`src/rtl/template_mc_accumulator.sv`:
```
// -----------------------------------------------------------------------------
// template_mc_accumulator
//
// Multi-channel sample forwarder / accumulator. Each channel either forwards
// every enabled sample (mode 0) or sums ACC_LENGTH enabled samples and emits
// the sum (mode 1). Finished per-channel results wait in a one-deep result
// slot. A round-robin arbiter moves them into a single registered
// valid/ready output stage, and each result is tagged with its channel index.
//
// Ports:
//   clk                in   single clock, rising edge
//   reset              in   asynchronous, active-low reset
//   input_data         in   NUM_CHANNELS packed signed samples, ch c at
//                           [c*DATA_WIDTH +: DATA_WIDTH]
//   enable             in   per-channel sample strobe
//   mode               in   0 = pass-through, 1 = accumulate-and-dump
//   overflow_clear     in   pulse, clears all sticky overflow bits
//   output_data        out  signed result, OUT_WIDTH bits
//   output_channel     out  channel index of output_data
//   output_data_valid  out  output register holds a result
//   output_data_ready  in   consumer accepts when high together with valid
//   overflow           out  sticky per-channel lost-result flags
// -----------------------------------------------------------------------------
module template_mc_accumulator #(
  parameter int DATA_WIDTH   = 16,
  parameter int NUM_CHANNELS = 4,
  parameter int ACC_LENGTH   = 8,
  parameter int OUT_WIDTH    = DATA_WIDTH + $clog2(ACC_LENGTH),
  parameter int CH_WIDTH     = (NUM_CHANNELS > 1) ? $clog2(NUM_CHANNELS) : 1
) (
  input  logic                               clk,
  input  logic                               reset,
  input  logic [NUM_CHANNELS*DATA_WIDTH-1:0] input_data,
  input  logic [NUM_CHANNELS-1:0]            enable,
  input  logic                               mode,
  input  logic                               overflow_clear,
  output logic [OUT_WIDTH-1:0]               output_data,
  output logic [CH_WIDTH-1:0]                output_channel,
  output logic                               output_data_valid,
  input  logic                               output_data_ready,
  output logic [NUM_CHANNELS-1:0]            overflow
);

  localparam int CNT_WIDTH = $clog2(ACC_LENGTH);
  localparam int EXT_WIDTH = OUT_WIDTH - DATA_WIDTH;
  localparam logic [CNT_WIDTH-1:0] LAST_COUNT = CNT_WIDTH'(ACC_LENGTH - 1);
  localparam logic [CH_WIDTH-1:0]  LAST_CH    = CH_WIDTH'(NUM_CHANNELS - 1);

  // Registered state
  logic                    r_mode;
  logic [OUT_WIDTH-1:0]    r_acc    [NUM_CHANNELS];
  logic [CNT_WIDTH-1:0]    r_cnt    [NUM_CHANNELS];
  logic [OUT_WIDTH-1:0]    r_result [NUM_CHANNELS];
  logic [NUM_CHANNELS-1:0] r_pending;
  logic [NUM_CHANNELS-1:0] r_overflow;
  logic [CH_WIDTH-1:0]     r_ptr;
  logic [OUT_WIDTH-1:0]    r_outData;
  logic [CH_WIDTH-1:0]     r_outChannel;
  logic                    r_outValid;

  // Combinational next-state signals
  logic                    w_modeChange;
  logic [OUT_WIDTH-1:0]    w_sampleExt [NUM_CHANNELS];
  logic [OUT_WIDTH-1:0]    w_accBase   [NUM_CHANNELS];
  logic [CNT_WIDTH-1:0]    w_cntBase   [NUM_CHANNELS];
  logic [OUT_WIDTH-1:0]    w_accNext   [NUM_CHANNELS];
  logic [CNT_WIDTH-1:0]    w_cntNext   [NUM_CHANNELS];
  logic [OUT_WIDTH-1:0]    w_newValue  [NUM_CHANNELS];
  logic [NUM_CHANNELS-1:0] w_newResult;

  logic                    w_loadOut;
  logic                    w_grantValid;
  logic [CH_WIDTH-1:0]     w_grantIdx;
  logic [CH_WIDTH-1:0]     w_cand;
  logic [CH_WIDTH-1:0]     w_ptrNext;
  logic [NUM_CHANNELS-1:0] w_granted;
  logic [NUM_CHANNELS-1:0] w_pendingNext;
  logic [NUM_CHANNELS-1:0] w_overflowSet;
  logic [NUM_CHANNELS-1:0] w_overflowNext;

  // Sign-extend every channel's sample to the full accumulator width.
  for (genvar g = 0; g < NUM_CHANNELS; g++) begin : gen_ext
    logic [DATA_WIDTH-1:0] w_raw;
    assign w_raw          = input_data[g*DATA_WIDTH +: DATA_WIDTH];
    assign w_sampleExt[g] = {{EXT_WIDTH{w_raw[DATA_WIDTH-1]}}, w_raw};
  end

  // Per-channel datapath. In a mode-change cycle the accumulator and counter
  // are treated as zero, so that cycle's sample starts from fresh state and
  // any partial sum is dropped. In pass-through mode the accumulator is kept
  // cleared.
  always_comb begin
    w_modeChange = (mode != r_mode);
    for (int c = 0; c < NUM_CHANNELS; c++) begin
      w_accBase[c]   = w_modeChange ? '0 : r_acc[c];
      w_cntBase[c]   = w_modeChange ? '0 : r_cnt[c];
      w_accNext[c]   = w_accBase[c];
      w_cntNext[c]   = w_cntBase[c];
      w_newValue[c]  = w_sampleExt[c];
      w_newResult[c] = 1'b0;
      if (enable[c]) begin
        if (!mode) begin
          w_newResult[c] = 1'b1;
          w_accNext[c]   = '0;
          w_cntNext[c]   = '0;
        end else if (w_cntBase[c] == LAST_COUNT) begin
          w_newResult[c] = 1'b1;
          w_newValue[c]  = w_accBase[c] + w_sampleExt[c];
          w_accNext[c]   = '0;
          w_cntNext[c]   = '0;
        end else begin
          w_accNext[c]   = w_accBase[c] + w_sampleExt[c];
          w_cntNext[c]   = w_cntBase[c] + 1'b1;
        end
      end
    end
  end

  // Round-robin arbiter. The scan starts at r_ptr, and the first pending
  // channel wins. A grant is only made when the output register can accept
  // new data: it is empty, or it is being emptied by a handshake this cycle.
  always_comb begin
    w_loadOut    = !r_outValid || output_data_ready;
    w_grantValid = 1'b0;
    w_grantIdx   = '0;
    w_cand       = '0;
    for (int i = 0; i < NUM_CHANNELS; i++) begin
      w_cand = CH_WIDTH'((int'(r_ptr) + i) % NUM_CHANNELS);
      if (w_loadOut && !w_grantValid && r_pending[w_cand]) begin
        w_grantValid = 1'b1;
        w_grantIdx   = w_cand;
      end
    end
    w_ptrNext = (w_grantIdx == LAST_CH) ? '0 : w_grantIdx + 1'b1;
  end

  // Pending/overflow bookkeeping. When a new result arrives for a channel
  // that is granted in the same cycle, the old value leaves through the
  // output and nothing is lost. When the channel is still waiting and is not
  // granted, the old value is overwritten and the loss is flagged. If an
  // overflow set and a clear happen in the same cycle, the set wins.
  always_comb begin
    for (int c = 0; c < NUM_CHANNELS; c++) begin
      w_granted[c]     = w_grantValid && (w_grantIdx == CH_WIDTH'(c));
      w_pendingNext[c] = w_newResult[c] | (r_pending[c] & ~w_granted[c]);
      w_overflowSet[c] = w_newResult[c] & r_pending[c] & ~w_granted[c];
    end
    w_overflowNext = (r_overflow & ~{NUM_CHANNELS{overflow_clear}}) | w_overflowSet;
  end

  // Per-channel state registers.
  always_ff @(posedge clk or negedge reset) begin
    if (!reset) begin
      r_mode     <= 1'b0;
      r_pending  <= '0;
      r_overflow <= '0;
      for (int c = 0; c < NUM_CHANNELS; c++) begin
        r_acc[c]    <= '0;
        r_cnt[c]    <= '0;
        r_result[c] <= '0;
      end
    end else begin
      r_mode     <= mode;
      r_pending  <= w_pendingNext;
      r_overflow <= w_overflowNext;
      for (int c = 0; c < NUM_CHANNELS; c++) begin
        r_acc[c] <= w_accNext[c];
        r_cnt[c] <= w_cntNext[c];
        if (w_newResult[c]) begin
          r_result[c] <= w_newValue[c];
        end
      end
    end
  end

  // Output register and arbiter pointer. The output register holds its
  // contents until a handshake occurs. After a handshake with nothing
  // pending, valid drops and the stale data is left in place.
  always_ff @(posedge clk or negedge reset) begin
    if (!reset) begin
      r_outData    <= '0;
      r_outChannel <= '0;
      r_outValid   <= 1'b0;
      r_ptr        <= '0;
    end else if (w_loadOut) begin
      if (w_grantValid) begin
        r_outData    <= r_result[w_grantIdx];
        r_outChannel <= w_grantIdx;
        r_outValid   <= 1'b1;
        r_ptr        <= w_ptrNext;
      end else begin
        r_outValid   <= 1'b0;
      end
    end
  end

  assign output_data       = r_outData;
  assign output_channel    = r_outChannel;
  assign output_data_valid = r_outValid;
  assign overflow          = r_overflow;

endmodule

```
`config.mk`:
```
export PLATFORM = sky130hd
export DESIGN_NAME = template_mc_accumulator
export DESIGN_NICKNAME = d
export VERILOG_FILES = /design/src/rtl/template_mc_accumulator.sv
export SDC_FILE = /design/constraint.sdc
export NUM_CORES = 1
export LEC_CHECK = 0
export ABC_AREA = 1
export CORE_MARGIN = 2
export CORE_UTILIZATION = 42
export CTS_BUF_LIST = sky130_fd_sc_hd__clkbuf_16
export CTS_CLUSTER_SIZE = 28
export DETAILED_ROUTE_END_ITERATION = 10
export SLEW_MARGIN = 25
export SYNTH_ARGS = -nofsm -noshare
export SYNTH_HDL_FRONTEND = slang
export SYNTH_SLANG_ARGS = --single-unit
```
`constraint.sdc`:
```
create_clock -name clk -period 2.7 [get_ports clk]
set_clock_uncertainty 0.15 [all_clocks]
set_input_delay 0.27 -clock clk [delete_from_list [all_inputs] [get_ports clk]]
set_output_delay 0.27 -clock clk [all_outputs]
set_load 0.05 [all_outputs]
```
==> flow_summary.yaml <==
hold_path:
  holdPathStages: 2
  min_to: "r_mode"
  holdCritPathClass: "input port to flop"
  worstHoldStart: "mode"
timing:
  tns_ns: -4.255
  post-route-worst-setup-slack_ns: -0.1670
  hold_slack_ns: 0.1460
  drv_slew: 0
  max-slew-margin-rel_pct: 58.30
  max_freq_mhz: 348.8
  setup_viol: 76
  tightestPinTransition_ns: 0.6235
  rsz0062_at_grt: "yes"
  post-route-period-util_pct: 106.2
  period_needed_ns: 2.867
  hold_viol: 0
yosys:
  ys_top_cells_by_area: "dfrtp_1 36%, nand2_1 16%, ha_1 7.4%"
  synth_top_area_share_pct: 36.13
  syn_inst: 1968
  yosys-top-cells-count: "564 x nand2_1, 244 x inv_1, 236 x nor2_1, 197 x dfrtp_1, 154 x nand3_1"
  synth_seq_cells: 197
  ys_types: 42
  synth_most_common_cell: "nand2_1"
  synthArstFlopShare_pct: 100.0
  ys.flop_type: "dfrtp_1"
  synth_nets: 2126
  synth_edf_count: 0
  yosysSeqAreaShare_pct: 36.13
  synth_area_per_cell_um2: 6.933
  yosysWarnings: 0
  netlist_area_um2: 13640
  synth_top_area_cell: "dfrtp_1"
pwr:
  p_leak_uw: 0.01068
  p_per_area_nw_per_um2: 621.1
  ir_drop_uv: 589.8
  power.total_uw: 13890
grt:
  met1_usage_pct: 40.06
  grt_first_pass_wirelength_um: 76090
  globalRouteMet2Util_pct: 46.76
  grt_use_met3_pct: 3.991
  grt-ovfl-total: 0
  grt_pass1_vias: 14340
  grt_usage_pct: 28.66
  grt_start_max_net_pins: 65
  antenna_found_initial: 0
  top_usage_layer: "met2"
die:
  num_rows: 66
  die_width_um: 184.2
  core-area_um2: 32290
  start_util_pct: 42.26
  dieArea_um2: 33940
  ios: 99
  die_h_um: 184.2
worst_setup_path:
  r2r_start: "r_mode"
  cp_cell_sequence: "or2_4 > nand2_8 > buf_12 > buf_6 > buf_6 > nor2_4 > ha_4 > buf_6 > nand2_2 > nor2_1 > nand4_1 > nand4_1 > nand3_1 > o211ai_1 > nand2_1"
  crit_top_cell: "buf_6"
  cp-start-kind: "flop"
  path_max_fanout: 6
  worst_setup_path_end_kind: "flop"
  reg2regPathDepth: 15
  cpMaxStageDelayCell: "dfrtp_1"
  reg2reg_to: "r_result[56]"
  required_ns: 2.89
  cp.arrival_ns: 3.06
  worst-r2r-setup-slack_ns: -0.17
  path_class: "flop to flop"
  cpPeakStageDelay_ns: 0.39
cts:
  clock-sinks: 197
  insertion_delay_ns: 0.45
  path_clk_slew_ns: 0.08
  clk_path_buf_depth: 2
  root_buffer: "clkbuf_16"
  cts_tree: "done"
  htreeDepth: 4
  cts_made_buffers: 17
placed_design:
  gp_congestion: 0.9272
  port_buffers: 98
  place_hpwl_um: 34350
cells_and_area:
  fin_util_pct: 69.25
  finish.net_count: 2597
  diodes: 0
  area_delta_synth_final_pct: 63.87
  final_layout_size_suffix_gt1_share_pct: 41.17
detailed_routing:
  wl_per_cell_um: 18.23
  dr.pass1.iters: 5
  drt_iter0_drc: 1193
  vias: 15399
  post_drt_via_cell_ratio: 5.323
  routed_wirelength_um: 52730
  drc: 0
  drtAntennaViolNets: 0
outcome:
  violations: "setup timing"
  outcome: "complete, but fails checks"
run:
  max_cap_violations: 0
[cell type report]
cell class	count	area (µm²)
clock buffer	17	425.4
clock inverter	14	168.9
fill	2485	9930
inverter	250	969.7
multi-input combinational	1463	10680
sequential	197	4931
tap	442	553.0
timing repair buffer	510	4632
[where the power goes]
part / total, µW / leakage [µW] / internal, µW / switching [µW]
Clock: 2700 / 0.000288 / 1400 / 1310
Combinational: 7350 / 0.00792 / 2950 / 4400
Sequential: 3830 / 0.00247 / 3460 / 370
[placed cells by master (no fill, tap or decap), drive strengths merged, types with 9 or more instances in the layout]
cell type	synthesis	layout
a21o	10	10
a21oi	84	84
a22o	27	27
and2	9	9
buf	31	412
clkbuf	27	18
clkdlybuf4s50	0	96
dfrtp	197	197
ha	81	81
inv	248	255
nand2	570	570
nand3	154	154
nand3b	10	10
nand4	13	13
nor2	237	237
nor3	24	24
o211ai	17	17
o21ai	139	139
o22ai	14	14
xnor2	23	23
xor2	19	19
[worst max path at each step]
stage	slack, ns	cells after the start	to	from
2_1_floorplan	-0.04	20	r_result[73]	mode
3_3_place_gp	-0.46	16	r_result[74]	mode
3_5_place_dp	-0.53	16	r_result[74]	mode
4_1_cts	-0.05	17	r_acc[37]	r_mode
5_1_grt	-0.24	17	r_result[14]	r_mode
6_report	-0.17	15	r_result[56]	r_mode
[routing by layer]
| metal | part of all wire [%] | routed length [µm] | vias up |
|---|---|---|---|
| li1 | - | - | 7294 |
| met1 | 43 | 22860 | 7508 |
| met2 | 49 | 25630 | 496 |
| met3 | 5.4 | 2827 | 101 |
| met4 | 2.7 | 1408 | 0 |
| met5 | 0 | 0 | - |
[logic make-up after synthesis]
family / synth area share (%)
simple gates: 30.65
compound gates: 13.38
buf+inv: 9.134
flops: 36.13
fa+ha+maj: 8.015
xor+xnor: 2.696
[flip-flops by register name (all words and copies together), names as in the netlist, 2 cells and up]
name and count:
output_data 19, r_result 76, r_cnt 12, r_acc 76, r_pending 4, output_channel 2
overflow 4, r_ptr 2
[critical path, delay by kind of cell (launching register included)]
kind,cells,cell delay (ns)
fa+ha+maj,1,0.29
simple gates,9,1.30
compound gates,1,0.10
flops,1,0.39
buf+inv,4,0.50
[through the flow]
stage | setup WS (ns) | area [µm²] | cells
detailed placement | -0.5310 | 17130 | 2735
global route | -0.2400 | 22360 | 2893
CTS | -0.05276 | 19490 | 2818
global placement | -0.4586 | 17130 | 2735
floorplan | -0.03618 | 13730 | 1968
finish | -0.1670 | 22360 | 2893
[timing repair]
action / CTS / global route
gates cloned: 7 / 1
resized for setup: 324 / 532
setup buffers: 46 / 77
pin swaps: 158 / 240
endpoints found under the hold margin: 61 / 0
hold buffers: 1 / 0
endpoints found under the setup margin: 135 / 151
Note: power is estimated with default switching activity, not from simulation.
==> variant 1 (config.mk and constraints unchanged) <==
`ACC_LENGTH`: 8 -> 16.
--- a/src/rtl/template_mc_accumulator.sv
+++ b/src/rtl/template_mc_accumulator.sv
@@ -26,3 +26,3 @@
   parameter int NUM_CHANNELS = 4,
-  parameter int ACC_LENGTH   = 8,
+  parameter int ACC_LENGTH   = 16,
   parameter int OUT_WIDTH    = DATA_WIDTH + $clog2(ACC_LENGTH),
Interface: changed (resized output_data); port bits go from 99 to 100. No check against the original RTL was run, so the function may have changed too.
==> variant 1 against the unedited design <==
Global-route usage increased by 0.081 points; wire length increased by 9.0%; area after synthesis increased by 6.8%; design area increased by 6.8%; power increased by 18%; setup slack got worse by 0.057 ns; sequential power increased by 7.3%; sequential cell count increased by 13; the run still ends with negative setup slack left.
==> variant 1: results (changes against the unedited design) <==
status: "finished with violations"  # unchanged
failed_checks: "negative setup slack"  # unchanged
clock_latency_ns: 0.55  # was 0.45 ns
setup_viol_count_final: 100  # was 76
routedWlPerCell_um: 19.0  # was 18.2 um
clock_cell_area_share_pct: 3.70  # was 2.66%
fin_cells: 3019  # was 2893
irDropWorstVdd_v: 0.000547  # was 0.000590 V
pin_count_of_the_biggest_net_entering_global_routing: 66  # was 65
path_clk_slew_ns: 0.06  # was 0.08 ns
slew-limit-headroom_pct: 57.1  # was 58.3%
regArea_sq_mm: 0.00526  # was 0.00493 sq mm
cts_made_buffers: 26  # was 17
signal_buffers: 531  # was 510
hold_slack_final_ns: 0.0404  # was 0.146 ns
final_area_sq_mm: 0.0239  # was 0.0224 sq mm
synth.area.top_cells: "sky130_fd_sc_hd__dfrtp_1 36%, sky130_fd_sc_hd__nand2_1 13%, sky130_fd_sc_hd__ha_1 7.2%, sky130_fd_sc_hd__inv_1 7.2%, sky130_fd_sc_hd__nand3_1 5.8%"  # was sky130_fd_sc_hd__dfrtp_1 36%, sky130_fd_sc_hd__nand2_1 16%, sky130_fd_sc_hd__ha_1 7.4%, sky130_fd_sc_hd__inv_1 6.7%, sky130_fd_sc_hd__nor2_1 6.5%
crit_path_max_fanout: 5  # was 6
cp_data_arrival_time_ns: 3.20  # was 3.06 ns
timing.hold.worst_path_depth: 4  # was 2
num_vias: 16200  # was 15400
cts.htree.levels: 1  # was 4
place.gp.congestion: 0.930  # was 0.927
place_inst: 2839  # was 2735
placedInstanceArea_sq_mm: 0.0183  # was 0.0171 sq mm
fraction_of_standard_cell_area_in_multi_input_logic_pct: 46.7  # was 47.8%
layout_setup_ws_ns: -0.224  # was -0.167 ns
total_leakage_power_nw: 11.2  # was 10.7 nW
nNonClkInverters: 292  # was 250
final_nets: 2705  # was 2597
power_report.internal_total_mw: 9.23  # was 7.81 mW
detail_route.iter0.violations: 1130  # was 1193
vias_in_the_first_global_route: 15500  # was 14300
synth.avg_cell_area_sq_um: 7.13  # was 6.93 sq um
drive_above_1_share_pct: 41.7  # was 41.2%
synthDistinctLibCells: 50  # was 42
synthesis.nets: 2204  # was 2126
regToRegEndpoint: "r_result[32]$_DFFE_PN0P_"  # was r_result[56]$_DFFE_PN0P_
sequential_area_share_after_synthesis_pct: 36.1  # about the same
r2r.worst_path.cells: 16  # was 15
yosys-top-cells-count: "503 x sky130_fd_sc_hd__nand2_1, 280 x sky130_fd_sc_hd__inv_1, 210 x sky130_fd_sc_hd__dfrtp_1, 210 x sky130_fd_sc_hd__nor2_1, 169 x sky130_fd_sc_hd__nand3_1"  # was 564 x sky130_fd_sc_hd__nand2_1, 244 x sky130_fd_sc_hd__inv_1, 236 x sky130_fd_sc_hd__nor2_1
pre_cts_slack_ns: -0.382  # was -0.531 ns
nonClkBufAreaFrac_pct: 20.4  # was 20.7%
setup-tns-final_ns: -8.07  # was -4.26 ns
sequential_cell_total: 210  # was 197
[variant 1: power by group through the flow]
stage / Clock, mW / Combinational, mW / Sequential [mW]
global placement: 0 / 6.97 / 4.12
global route: 3.81 / 9.25 / 4.14
floorplan: 0 / 3.84 / 4.68
CTS: 3.71 / 7.56 / 4.09
finish: 3.67 / 8.55 / 4.11
detailed placement: 0 / 7.04 / 4.14
[variant 1: cell families (layout without fill, tap and decap cells)]
kind of cell / after synthesis / in the layout / share of synthesized area (%)
simple gates: 964 / 965 / 28.2
xor+xnor: 54 / 54 / 3.25
fa+ha+maj: 88 / 88 / 7.77
compound gates: 376 / 376 / 14.9
flops: 210 / 210 / 36.1
buf+inv: 351 / 871 / 9.78
[variant 1: routing by layer]
metal | vias to the layer above | routed length [um] | global-route usage, %
met4 | 0 | 2710 | 10.6
met2 | 595 | 27700 | 49.1
li1 | 7648 | - | -
met3 | 166 | 2960 | 2.74
met1 | 7832 | 24100 | 37.8
met5 | - | 0 | 0
[variant 1: tightest hold or removal path, cell delays in order]
cell and delay, ns:
sky130_fd_sc_hd__buf_2 0.12, sky130_fd_sc_hd__inv_2 0.09, sky130_fd_sc_hd__buf_4 0.12, sky130_fd_sc_hd__o31ai_1 0.08
[variant 1: worst max-delay path by stage]
stage	to	slack, ns
final	r_result[32]$_DFFE_PN0P_	-0.22
after global routing	r_result[32]$_DFFE_PN0P_	-0.31
after CTS	r_result[55]$_DFFE_PN0P_	-0.16
after detailed placement	r_result[55]$_DFFE_PN0P_	-0.38
after global placement	r_result[55]$_DFFE_PN0P_	-0.37
after floorplan	r_result[52]$_DFFE_PN0P_	-0.04
==> variant 2 (same flow settings) <==
Made on the original files. `r_pending` no longer has a reset.
--- a/src/rtl/template_mc_accumulator.sv
+++ b/src/rtl/template_mc_accumulator.sv
@@ -154,3 +154,2 @@
       r_mode     <= 1'b0;
-      r_pending  <= '0;
       r_overflow <= '0;
@@ -163,3 +162,2 @@
       r_mode     <= mode;
-      r_pending  <= w_pendingNext;
       r_overflow <= w_overflowNext;
@@ -173,2 +171,6 @@
     end
+  end
+
+  always_ff @(posedge clk) begin
+    r_pending <= w_pendingNext;
   end
Behaviour: not the same (Yosys sat finds a counterexample within 4 cycles, from zero or initial values and one cycle with reset low).
==> variant 2 against the unedited design <==
The run still ends with negative setup slack left; critical endpoint is now r_result[30]$_DFFE_PN0P_; sequential cell count stayed put; synthesized cell count stayed put; area after synthesis is 0.15% lower; clock power is 10% lower; critical path depth is 2 higher; sequential share of layout area is 0.74 points higher; design area is 3.6% lower; count of clock-buffer cells in the layout stayed put; wire length is 4.5% lower; setup slack worse by 0.044 ns; power is 3.4% lower; die area is 0.15% lower.
==> variant 2: results (changes against the unedited design) <==
status: "finished with violations"  # unchanged
failed_checks: "negative setup slack"  # unchanged
cp_data_arrival_time_ns: 3.10  # was 3.06 ns
vias_per_cell: 5.35  # was 5.32
total_leakage_power_nw: 10.2  # was 10.7 nW
fin_cells: 2806  # was 2893
final_nets: 2549  # was 2597
place_inst: 2681  # was 2735
grtUsageTotal_pct: 27.9  # was 28.7%
number_of_nets_with_antenna_violations_after_detailed_routing: 0  # unchanged
drtPass1Iterations: 5  # unchanged
grt_antenna_before_repair: 0  # unchanged
synth_ff_type: "sky130_fd_sc_hd__dfrtp_1"  # unchanged
path_clk_slew_ns: 0.08  # about the same
slowest_stage: "sky130_fd_sc_hd__dfrtp_1"  # unchanged
netlist_instances: 1968  # unchanged
place.gp.congestion: 0.958  # was 0.927
layout_setup_ws_ns: -0.211  # was -0.167 ns
routed_wirelength_um: 50300  # was 52700 um
irDropWorstVdd_v: 0.000745  # was 0.000590 V
detail_route.iter0.violations: 1370  # was 1193
critPathTopFamily: "simple AND/OR/NAND/NOR gates"  # unchanged
postSynth.asyncResetShare_pct: 98.0  # was 100%
cts.path.max_buffers: 2  # unchanged
crit_path_max_fanout: 8  # was 6
clockRootBuffer: "sky130_fd_sc_hd__clkbuf_16"  # unchanged
worst_slew_pin_slew_ns: 0.869  # was 0.624 ns
dp.final_hpwl_um: 33500  # was 34300 um
placedInstanceArea_sq_mm: 0.0170  # was 0.0171 sq mm
pin_count_of_the_biggest_net_entering_global_routing: 75  # was 65
yosys-top-cells-count: "564 x sky130_fd_sc_hd__nand2_1, 244 x sky130_fd_sc_hd__inv_1, 236 x sky130_fd_sc_hd__nor2_1"  # unchanged
synthesis.nets: 2126  # unchanged
final.fill_count: 2499  # was 2485
peak_per_stage_delay_on_the_critical_path_ns: 0.39  # about the same
cts_made_buffers: 17  # unchanged
num_antenna_cells: 0  # unchanged
wire_length_of_the_first_global_routing_pass_um: 74300  # was 76100 um
vias_in_the_first_global_route: 14200  # was 14300
cts.htree.levels: 4  # unchanged
drive_above_1_share_pct: 37.7  # was 41.2%
post_detailed_route_drc_marker_count: 0  # unchanged
timing.hold.worst.class: "primary input to asynchronous set/reset pin"  # was primary input to flop
setup_viol_count_final: 53  # was 76
place.port_buffers: 98  # unchanged
synthDistinctLibCells: 43  # was 42
clock_latency_ns: 0.45  # about the same
ys_warns: 0  # unchanged
sequential_area_share_after_synthesis_pct: 36.0  # was 36.1%
synth.area.top_cells: "sky130_fd_sc_hd__dfrtp_1 35%, sky130_fd_sc_hd__nand2_1 16%, sky130_fd_sc_hd__ha_1 7.4%, sky130_fd_sc_hd__inv_1 6.7%, sky130_fd_sc_hd__nor2_1 6.5%"  # was sky130_fd_sc_hd__dfrtp_1 36%, sky130_fd_sc_hd__nand2_1 16%, sky130_fd_sc_hd__ha_1 7.4%, sky130_fd_sc_hd__inv_1 6.7%, sky130_fd_sc_hd__nor2_1 6.5%
[variant 2: final cells by class]
class	count	area (sq um)	share of cell area, %
Multi-Input combinational cell	1463	10400	48.5
Sequential cell	197	4910	22.8
Timing Repair Buffer	462	4190	19.5
Inverter	250	961	4.46
Tap cell	402	503	2.33
Clock buffer	17	425	1.97
Clock inverter	15	106	0.494
[variant 2: worst paths after layout]
check	slack [ns]	endpoint	startpoint	cells after the start
max	-0.21	r_result[30]$_DFFE_PN0P_	r_mode$_DFF_PN0_	17
min	0.23	r_acc[27]$_DFF_PN0_	reset	2
max reg2reg	-0.21	r_result[30]$_DFFE_PN0P_	r_mode$_DFF_PN0_	17
min reg2reg	0.33	output_data[3]$_DFFE_PN0P_	output_data[3]$_DFFE_PN0P_	2
max in group asynchronous	1.31	r_acc[17]$_DFF_PN0_	reset	3
min in group clk	0.27	r_result[17]$_DFFE_PN0P_	mode	5
[variant 2: routing by layer]
| layer | up-vias | share of wire, % | GRT usage [%] |
|---|---|---|---|
| met5 | - | 0 | 0 |
| met4 | 0 | 2.9 | 9.06 |
| met3 | 105 | 5.9 | 3.36 |
| met2 | 553 | 47 | 45.2 |
| met1 | 7146 | 44 | 38.8 |
| li1 | 7206 | - | - |
[variant 2: power breakdown]
| group | internal, mW | switching, mW | total (mW) |
|---|---|---|---|
| clock network | 1.19 | 1.24 | 2.43 |
| logic | 2.84 | 4.36 | 7.20 |
| registers | 3.47 | 0.317 | 3.78 |
[variant 2: per-stage QoR]
step | setup TNS (ns) | setup WS, ns | power (mW) | util, %
after global placement | -20.13 | -0.393 | 9.62 | 53.6
final | -2.81 | -0.211 | 13.4 | 67.9
after detailed placement | -25.50 | -0.453 | 9.68 | 53.6
after floorplan | -0.156 | -0.0362 | 7.54 | -
after global routing | -11.99 | -0.287 | 14.3 | 67.9
after CTS | -0.362 | -0.0687 | 12.6 | 60.5
[variant 2: logic make-up after synthesis]
group / after synthesis / synth area share, %
xor gates and xnor gates: 42 / 2.70
DFF: 197 / 36.0
and+or+nand+nor: 1021 / 30.7
buffers and inverters: 308 / 9.15
adders and majority gates: 85 / 8.03
AOI/OAI and AO/OA: 315 / 13.4
[variant 2: timing repair]
action / in CTS / in global routing
gates resized for setup: 290 / 446
hold buffers: 1 / 0
setup buffers: 46 / 45
endpoints found under the setup margin: 111 / 127
endpoints found under the hold margin: 69 / 0
pin swaps: 109 / 177
cloned: 3 / 5
